$ cat config.mk
export PLATFORM = sky130hd
export DESIGN_NAME = fetch_unit
export DESIGN_NICKNAME = d
export VERILOG_FILES = /design/src/rtl/fetch_unit.sv
export SDC_FILE = /design/constraint.sdc
export NUM_CORES = 1
export LEC_CHECK = 0
export ABC_CLOCK_PERIOD_IN_PS = 8650
export CORE_MARGIN = 2
export CORE_UTILIZATION = 57
export CTS_CLUSTER_SIZE = 25
export DETAILED_ROUTE_END_ITERATION = 16
export GPL_TIMING_DRIVEN = 1
export PLACE_DENSITY = 0.87
export SLEW_MARGIN = 20
export SYNTH_ARGS = -nofsm -noshare
export SYNTH_HDL_FRONTEND = slang
export SYNTH_SLANG_ARGS = --single-unit
$ cat constraint.sdc
create_clock -name clk -period 8.65 [get_ports clk]
set_input_delay 1.2975 -clock clk [delete_from_list [all_inputs] [get_ports clk]]
set_output_delay 1.2975 -clock clk [all_outputs]
set_load 0.01 [all_outputs]
$ cat src/rtl/fetch_unit.sv
// -----------------------------------------------------------------------------
// fetch_unit
//   Instruction fetch and sequencing for the single-cycle datapath. Owns the
//   PC, fetches one 32-bit word per instruction over a req/ack handshake,
//   presents it to the control unit, and picks the next PC from the resolved
//   branch/jump controls when the datapath reports completion.
//
// Ports
//   clk, rst_n           : clock (rising edge), async active-low reset
//   imem_req/imem_addr   : fetch request and address (addr == pc while req)
//   imem_rdata/imem_ack  : returned word and its completion strobe
//   instr/opcode         : latched instruction and its [31:26] field
//   instr_valid          : instr/opcode valid for execution
//   exec_done            : current instruction executed; controls valid
//   branch/jump/alu_zero : next-PC controls from control unit / ALU
//   pc                   : address of the current instruction
//   halted               : halt opcode (6'h3F) retired, fetching stopped
// -----------------------------------------------------------------------------
module fetch_unit #(
  // Jump target splices in 28 low bits, so ADDR_W must exceed 28.
  parameter int unsigned              ADDR_W   = 32,
  parameter logic [ADDR_W-1:0]        RESET_PC = '0
) (
  input  logic              clk,
  input  logic              rst_n,
  output logic              imem_req,
  output logic [ADDR_W-1:0] imem_addr,
  input  logic [31:0]       imem_rdata,
  input  logic              imem_ack,
  output logic [31:0]       instr,
  output logic [5:0]        opcode,
  output logic              instr_valid,
  input  logic              exec_done,
  input  logic              branch,
  input  logic              jump,
  input  logic              alu_zero,
  output logic [ADDR_W-1:0] pc,
  output logic              halted
);

  localparam logic [5:0] OP_HALT = 6'h3F;

  typedef enum logic [1:0] {
    IDLE  = 2'd0,
    FETCH = 2'd1,
    ISSUE = 2'd2,
    HALT  = 2'd3
  } state_e;

  state_e            state_q;
  logic [ADDR_W-1:0] pc_q;
  logic [ADDR_W-1:0] addr_q;
  logic              req_q;
  logic [31:0]       instr_q;
  logic              valid_q;
  logic              halted_q;

  // ---------------------------------------------------------------------------
  // Next-PC selection. All sums wrap modulo 2^ADDR_W.
  // ---------------------------------------------------------------------------
  logic [ADDR_W-1:0] pc4;
  logic [ADDR_W-1:0] jmp_tgt;
  logic [ADDR_W-1:0] br_off;
  logic [ADDR_W-1:0] pc_d;

  assign pc4     = pc_q + ADDR_W'(4);
  // Region bits come from pc+4, not pc, so a jump in the last slot of a
  // 256 MiB region lands in the following region.
  assign jmp_tgt = {pc4[ADDR_W-1:28], instr_q[25:0], 2'b00};
  // Word offset, sign-extended then scaled to bytes.
  assign br_off  = {{(ADDR_W-18){instr_q[15]}}, instr_q[15:0], 2'b00};

  always_comb begin
    pc_d = pc4;
    if (jump)
      pc_d = jmp_tgt;
    else if (branch && alu_zero)
      pc_d = pc4 + br_off;
  end

  // ---------------------------------------------------------------------------
  // Sequencer. Every output except opcode is a register updated here.
  // ---------------------------------------------------------------------------
  always_ff @(posedge clk or negedge rst_n) begin
    if (!rst_n) begin
      state_q  <= IDLE;
      pc_q     <= RESET_PC;
      addr_q   <= RESET_PC;
      req_q    <= 1'b0;
      instr_q  <= '0;
      valid_q  <= 1'b0;
      halted_q <= 1'b0;
    end else begin
      unique case (state_q)
        // Single settle cycle after reset; any ack seen here belongs to an
        // aborted request and is dropped.
        IDLE: begin
          req_q   <= 1'b1;
          addr_q  <= pc_q;
          state_q <= FETCH;
        end
        FETCH: begin
          if (imem_ack) begin
            instr_q <= imem_rdata;
            req_q   <= 1'b0;
            valid_q <= 1'b1;
            state_q <= ISSUE;
          end
        end
        ISSUE: begin
          if (exec_done) begin
            valid_q <= 1'b0;
            if (instr_q[31:26] == OP_HALT) begin
              // Halt ignores branch/jump: pc simply steps past it.
              halted_q <= 1'b1;
              pc_q     <= pc4;
              state_q  <= HALT;
            end else begin
              pc_q    <= pc_d;
              req_q   <= 1'b1;
              addr_q  <= pc_d;
              state_q <= FETCH;
            end
          end
        end
        HALT: begin
          // Terminal until reset.
        end
        default: state_q <= IDLE;
      endcase
    end
  end

  assign imem_req    = req_q;
  assign imem_addr   = addr_q;
  assign instr       = instr_q;
  assign opcode      = instr_q[31:26];
  assign instr_valid = valid_q;
  assign pc          = pc_q;
  assign halted      = halted_q;

endmodule

# Word level (Yosys, flattened, before mapping)
# Index checks and enable logic that the tools add are counted.
# op_classes
add_sub_neg	2
eq_ne	6
muxes	17
reduce_logical	12
# op_table
op	count
$mux W32	5
$pmux W32 S2	1
$add A32 B3 Y32 const B	1
$add A32 B32 Y32	1
$reduce_and A3 Y1	4
$eq A6 B6 Y1 const B	1
$mux W2	3
$ne A2 B2 Y1 const B	3
$pmux W2 S3	1
$mux W1	5
$reduce_and A2 Y1	2
$reduce_and A4 Y1	1
$reduce_bool A2 Y1	2
$pmux W1 S3	1
$reduce_bool A3 Y1	1
$eq A2 B1 Y1 const B	1
$eq A2 B2 Y1 const B	1
$logic_not A2 Y1	1
$pmux W1 S2	1
$logic_and A1 B1 Y1	1
# totals
register_bits	101
word_cells	44

# Depth between registers and ports, before layout
# depth
word_depth	7
depth_mapped	18
depth_no_buf	17

# Worst setup path before layout
# Ideal clock, no wire load.
# synth_timing
kind	register to register
from	reg pc_q[8] (netlist: pc[8])
to	reg addr_q[31] (netlist: imem_addr[31])
setup_time_ns	0.136
arrival_time_ns	3.506
t_required_ns	8.514
slack_ns	5.009
path_stages_with_launch	19
cell_sequence	dfrtp_1 -> buf_2 -> and4_1 -> nand4_1 -> or2_1 -> clkbuf_1 -> nand2b_1 -> xnor2_1 -> ha_1 -> clkbuf_1 -> a21o_1 -> a21o_1 -> a21oi_1 -> o31a_1 -> o21ai_2 -> a221o_1 -> o21ai_1 -> xnor2_1 -> a21oi_1
# synth_via
elab_chain_len	7
# synth_rtl
item	line	rtl
start: declaration	51	logic [ADDR_W-1:0] pc_q;
start signal: assignment	116	pc_q <= pc4;
start signal: assignment	119	pc_q <= pc_d;
$add A32 B3 Y32 (*)	66	assign pc4 = pc_q + ADDR_W'(4);
$add A32 B32 Y32	78	pc_d = pc4 + br_off;
$mux W32	77	else if (branch && alu_zero)
$mux W32 (*)	75	if (jump)
$mux W32 (*)	113	if (instr_q[31:26] == OP_HALT) begin
$mux W32 (*)	111	if (exec_done) begin
$pmux W32 S2 (*)	94	unique case (state_q)
end signal: assignment	99	addr_q <= pc_q;
end signal: assignment	121	addr_q <= pc_d;
end: declaration	52	logic [ADDR_W-1:0] addr_q;
# Every way passes the cells marked *; elsewhere a longest branch is shown, timed or not. The select of a mux whose other input is x is not followed.
# A chain may end at the register's enable or synchronous reset.

# Final worst setup path
# layout_timing
from	reg pc_q[2] (netlist: pc[2])
to	reg addr_q[31] (netlist: imem_addr[31])
# Same word-level chain as after synthesis.

==> metrics <==
die extent in x around 120 um; Sequential cell area ~2500 um2; count of buffers from port buffering 143; ratio of routed vias to standard cells roughly 6.2; final weighted congestion in routability-driven placement 0.995; iteration-0 DRC count of the detailed router 1,022; clock transition at the registers of the reported paths approximately 80 ps; leakage power figure 3.86 nW; number of global-route vias before repair 6,569; PwrDens 430 nW/um2; area of the die 13,700 um2; Int Pwr 0.00208 W; initial antenna violation count 0; Clock Sinks about 100; max-slew violations 0; Yosys Warn Count 0; final antenna diode count 0; Final Hold Viols 0; most instantiated flip-flop cell in the synthesis netlist sky130_fd_sc_hd__dfrtp_1; Hold-fix buffers, CTS 0; count of fill cells added during filler insertion 986; post-route DRC violation count 0; library cells used by synthesis 67; post-route insts no fill 1,146; critical path's largest stage delay approximately 540 ps; Clock Power Share 0.102; Setup TNS 0 ps; final global-route overflow total 0; list of most frequent post-synthesis cells sky130_fd_sc_hd__dfrtp_1 (101), sky130_fd_sc_hd__nand2_1 (100), sky130_fd_sc_hd__a21oi_1 (81), sky130_fd_sc_hd__nor2_1 (69), sky130_fd_sc_hd__o21ai_0 (66); Sw Share 0.468; count of flip-flops with a built-in enable after synthesis 0; combined area of the multi-input logic cells 4430 um2; number of cells produced by synthesis about 860; post-cts resize count 0; Post-CTS Repair Setup Buffers 0; number of placed cells counting well taps 1,130; initial core utilization 0.580; post-DR wirelength/cell 18.2 um; signal arrival time at the worst endpoint approximately 4400 ps; via count of the routed design 7,082; fraction of final layout cells with drive strength greater than 1 0.0842; synthesis-to-layout area growth 24.5%; CP Capture Type flip-flop; required time of the critical path 8840 ps; CTS Buffer Depth 2; number of placed I/O pins 144; actual slew at the worst max-slew pin between 1000 and 1500 ps; Area contributors post-synth sky130_fd_sc_hd__dfrtp_1 (35%), sky130_fd_sc_hd__ha_1 (7.0%), sky130_fd_sc_hd__a21oi_1 (5.6%), sky130_fd_sc_hd__nand2_1 (5.1%), sky130_fd_sc_hd__mux2_2 (5.1%); Clock Tree Root sky130_fd_sc_hd__clkbuf_16; Final ANT Viol Nets 0; fraction of power consumed by sequential logic 0.249; Skew-Pair Late Insertion Delay 360 ps; Final Critical Period 4220 ps; CTS tree yes; Tot GR Track Use 0.314; library cell occupying the most area in the post-synthesis netlist sky130_fd_sc_hd__dfrtp_1; floorplan die height 117 um; Layout Nets 1,050; post-synth top area share 0.347; family with the most delay on the worst path compound AO/OA/AOI/OAI gates; cell with the biggest individual delay on the critical path sky130_fd_sc_hd__dfrtp_1; part of the power in combinational logic 0.649; combined area of all synthesized cells 7290 um2; reported net switching power approximately 0.0018 W; fin worst setup slack 4430 ps; row count 41; number of buffers and inverters on the critical path 1; Net Count, Synth 937; run status finished, final reports clean; highest ir drop seen on vdd 218 uV; sum of routed wire length over all layers 20.8 mm; pin count of the biggest net entering global routing 73; endpoints failing setup 0; sequential share of the synthesized area 0.347; async set or reset register ratio after synthesis 1.00; Critical Path Fanout Max 11; Max Clock Freq 237 MHz; worst min path class flip-flop to flip-flop; core box area ~13,000 um2; first-pass GRT wire length 33.8 mm; sort of element at the start of the critical path flip-flop; max-cap violations 0; total number of H-tree levels 3; worst setup slack before clock tree synthesis 4530 ps; setup repair after global routing missed its margin no; cts bufs inserted 9; mean area per synthesized cell 8.52 um2; sequence of cells on the critical path ha_1 > inv_1 > nor2_1 > nand3_1 > nor2_1 > nand2_1 > xnor2_1 > ha_1 > a21o_1 > a211oi_1 > nand2_1 > o21ai_0 > nor3b_1 > a221o_1 > o21ai_1 > xnor2_1 > a21oi_1; length of the first detailed-routing pass in iterations 5; synthesis-stage register bit count roughly 100; startpoint-to-endpoint class of the critical path flip-flop to flip-flop; crit share post-route 0.488; most frequent cell after synthesis sky130_fd_sc_hd__dfrtp_1; HPWL after detailed placement 15.0 mm; max-slew headroom at the worst pin 0.238; Worst Clk Skew 9.34 ps
[sequential cells by signal, summed over array words and instances (netlist names)]
name / count
imem_addr: 32
instr: 32
pc: 32
state_q: 2
halted: 1
imem_req: 1
instr_valid: 1
[routing by layer]
| layer | part of all wire | wire, um | vias to the layer above | track usage |
|---|---|---|---|---|
| li1 | - | - | 3294 | - |
| met3 | 0.12 | 2400 | 40 | 0.0577 |
| met1 | 0.43 | 8980 | 3329 | 0.462 |
| met2 | 0.43 | 9000 | 419 | 0.471 |
| met5 | 0 | 0 | - | 0 |
| met4 | 0.022 | 454 | 0 | 0.104 |
[final cells by class]
type | count | share of cell area
Clock inverter | 7 | 0.00648
Inverter | 30 | 0.0124
Clock buffer | 9 | 0.0248
Sequential cell | 101 | 0.279
Multi-Input combinational cell | 674 | 0.488
Timing Repair Buffer | 153 | 0.166
Tap cell | 172 | 0.0237
[logic make-up (layout without fill, tap and decap cells)]
kind of cell               Yosys count  count (layout)  synth area share
and+or+nand+nor                    271             271             0.171
AOI/OAI and AO/OA                  260             260             0.227
DFF                                101             101             0.347
buffers and inverters               81             199            0.0465
xor gates and xnor gates            53              53            0.0637
muxes                               48              48            0.0716
adders and majority gates           42              42            0.0731
[worst reg2reg max path, delay by kind of cell (launching register included)]
| kind | cells | cell delay [ps] |
|---|---|---|
| compound gates | 6 | 1390 |
| simple gates | 6 | 1110 |
| fa+ha+maj | 2 | 570 |
| flops | 1 | 540 |
| xor+xnor | 2 | 410 |
| buf+inv | 1 | 40 |
[layout by cell type, fill, tap and decap left out, types with 8 or more instances in the layout]
master / netlist / final
sky130_fd_sc_hd__a21o_1: 21 / 21
sky130_fd_sc_hd__xor2_1: 24 / 24
sky130_fd_sc_hd__a211oi_1: 13 / 13
sky130_fd_sc_hd__nand4_1: 13 / 13
sky130_fd_sc_hd__dfrtp_1: 101 / 101
sky130_fd_sc_hd__ha_1: 41 / 41
sky130_fd_sc_hd__clkbuf_16: 0 / 9
sky130_fd_sc_hd__buf_4: 6 / 11
sky130_fd_sc_hd__a22oi_1: 9 / 9
sky130_fd_sc_hd__xnor2_1: 29 / 29
sky130_fd_sc_hd__or3_1: 8 / 8
sky130_fd_sc_hd__nor2_1: 69 / 69
sky130_fd_sc_hd__clkdlybuf4s50_1: 0 / 142
sky130_fd_sc_hd__and3_1: 15 / 15
sky130_fd_sc_hd__nand2_1: 100 / 100
sky130_fd_sc_hd__nand3_1: 21 / 21
sky130_fd_sc_hd__a21oi_1: 81 / 80
sky130_fd_sc_hd__mux2i_1: 15 / 15
sky130_fd_sc_hd__inv_1: 30 / 30
sky130_fd_sc_hd__o21ai_0: 66 / 66
sky130_fd_sc_hd__nor3_1: 17 / 16
sky130_fd_sc_hd__mux2_2: 33 / 33
[through the flow]
stage	area (um2)	util	hold WS, ps	total power, W
finish	9070	0.722	474	0.00390
global route	9070	0.722	501	0.00419
CTS	9070	0.722	475	0.00385
global placement	8790	0.699	450	0.00336
detailed placement	8790	0.699	452	0.00344
floorplan	7290	-	499	0.00258
[final timing paths]
kind                                               start  slack [ps]  cells after the start                   endpoint
max in group asynchronous                          rst_n        6550                      2         pc[22]$_DFFE_PN0P_
worst min-delay path            imem_addr[0]$_DFFE_PN0P_         470                      2   imem_addr[0]$_DFFE_PN0P_
worst min register to register  imem_addr[0]$_DFFE_PN0P_         470                      2   imem_addr[0]$_DFFE_PN0P_
min in group asynchronous                          rst_n         850                      1       instr[4]$_DFFE_PN0P_
worst max register to register         pc[2]$_DFFE_PN0P_        4430                     17  imem_addr[31]$_DFFE_PN0P_
worst max-delay path                   pc[2]$_DFFE_PN0P_        4430                     17  imem_addr[31]$_DFFE_PN0P_
[power by group through the flow]
stage	sequential, W	combinational, W	clock [W]
after floorplan	0.000968	0.00162	0
after global placement	0.000955	0.00241	0
after detailed placement	0.000964	0.00247	0
after CTS	0.000958	0.00250	0.000399
after global routing	0.000998	0.00277	0.000420
final	0.000969	0.00253	0.000398
Note: power is estimated with default switching activity, not from simulation.
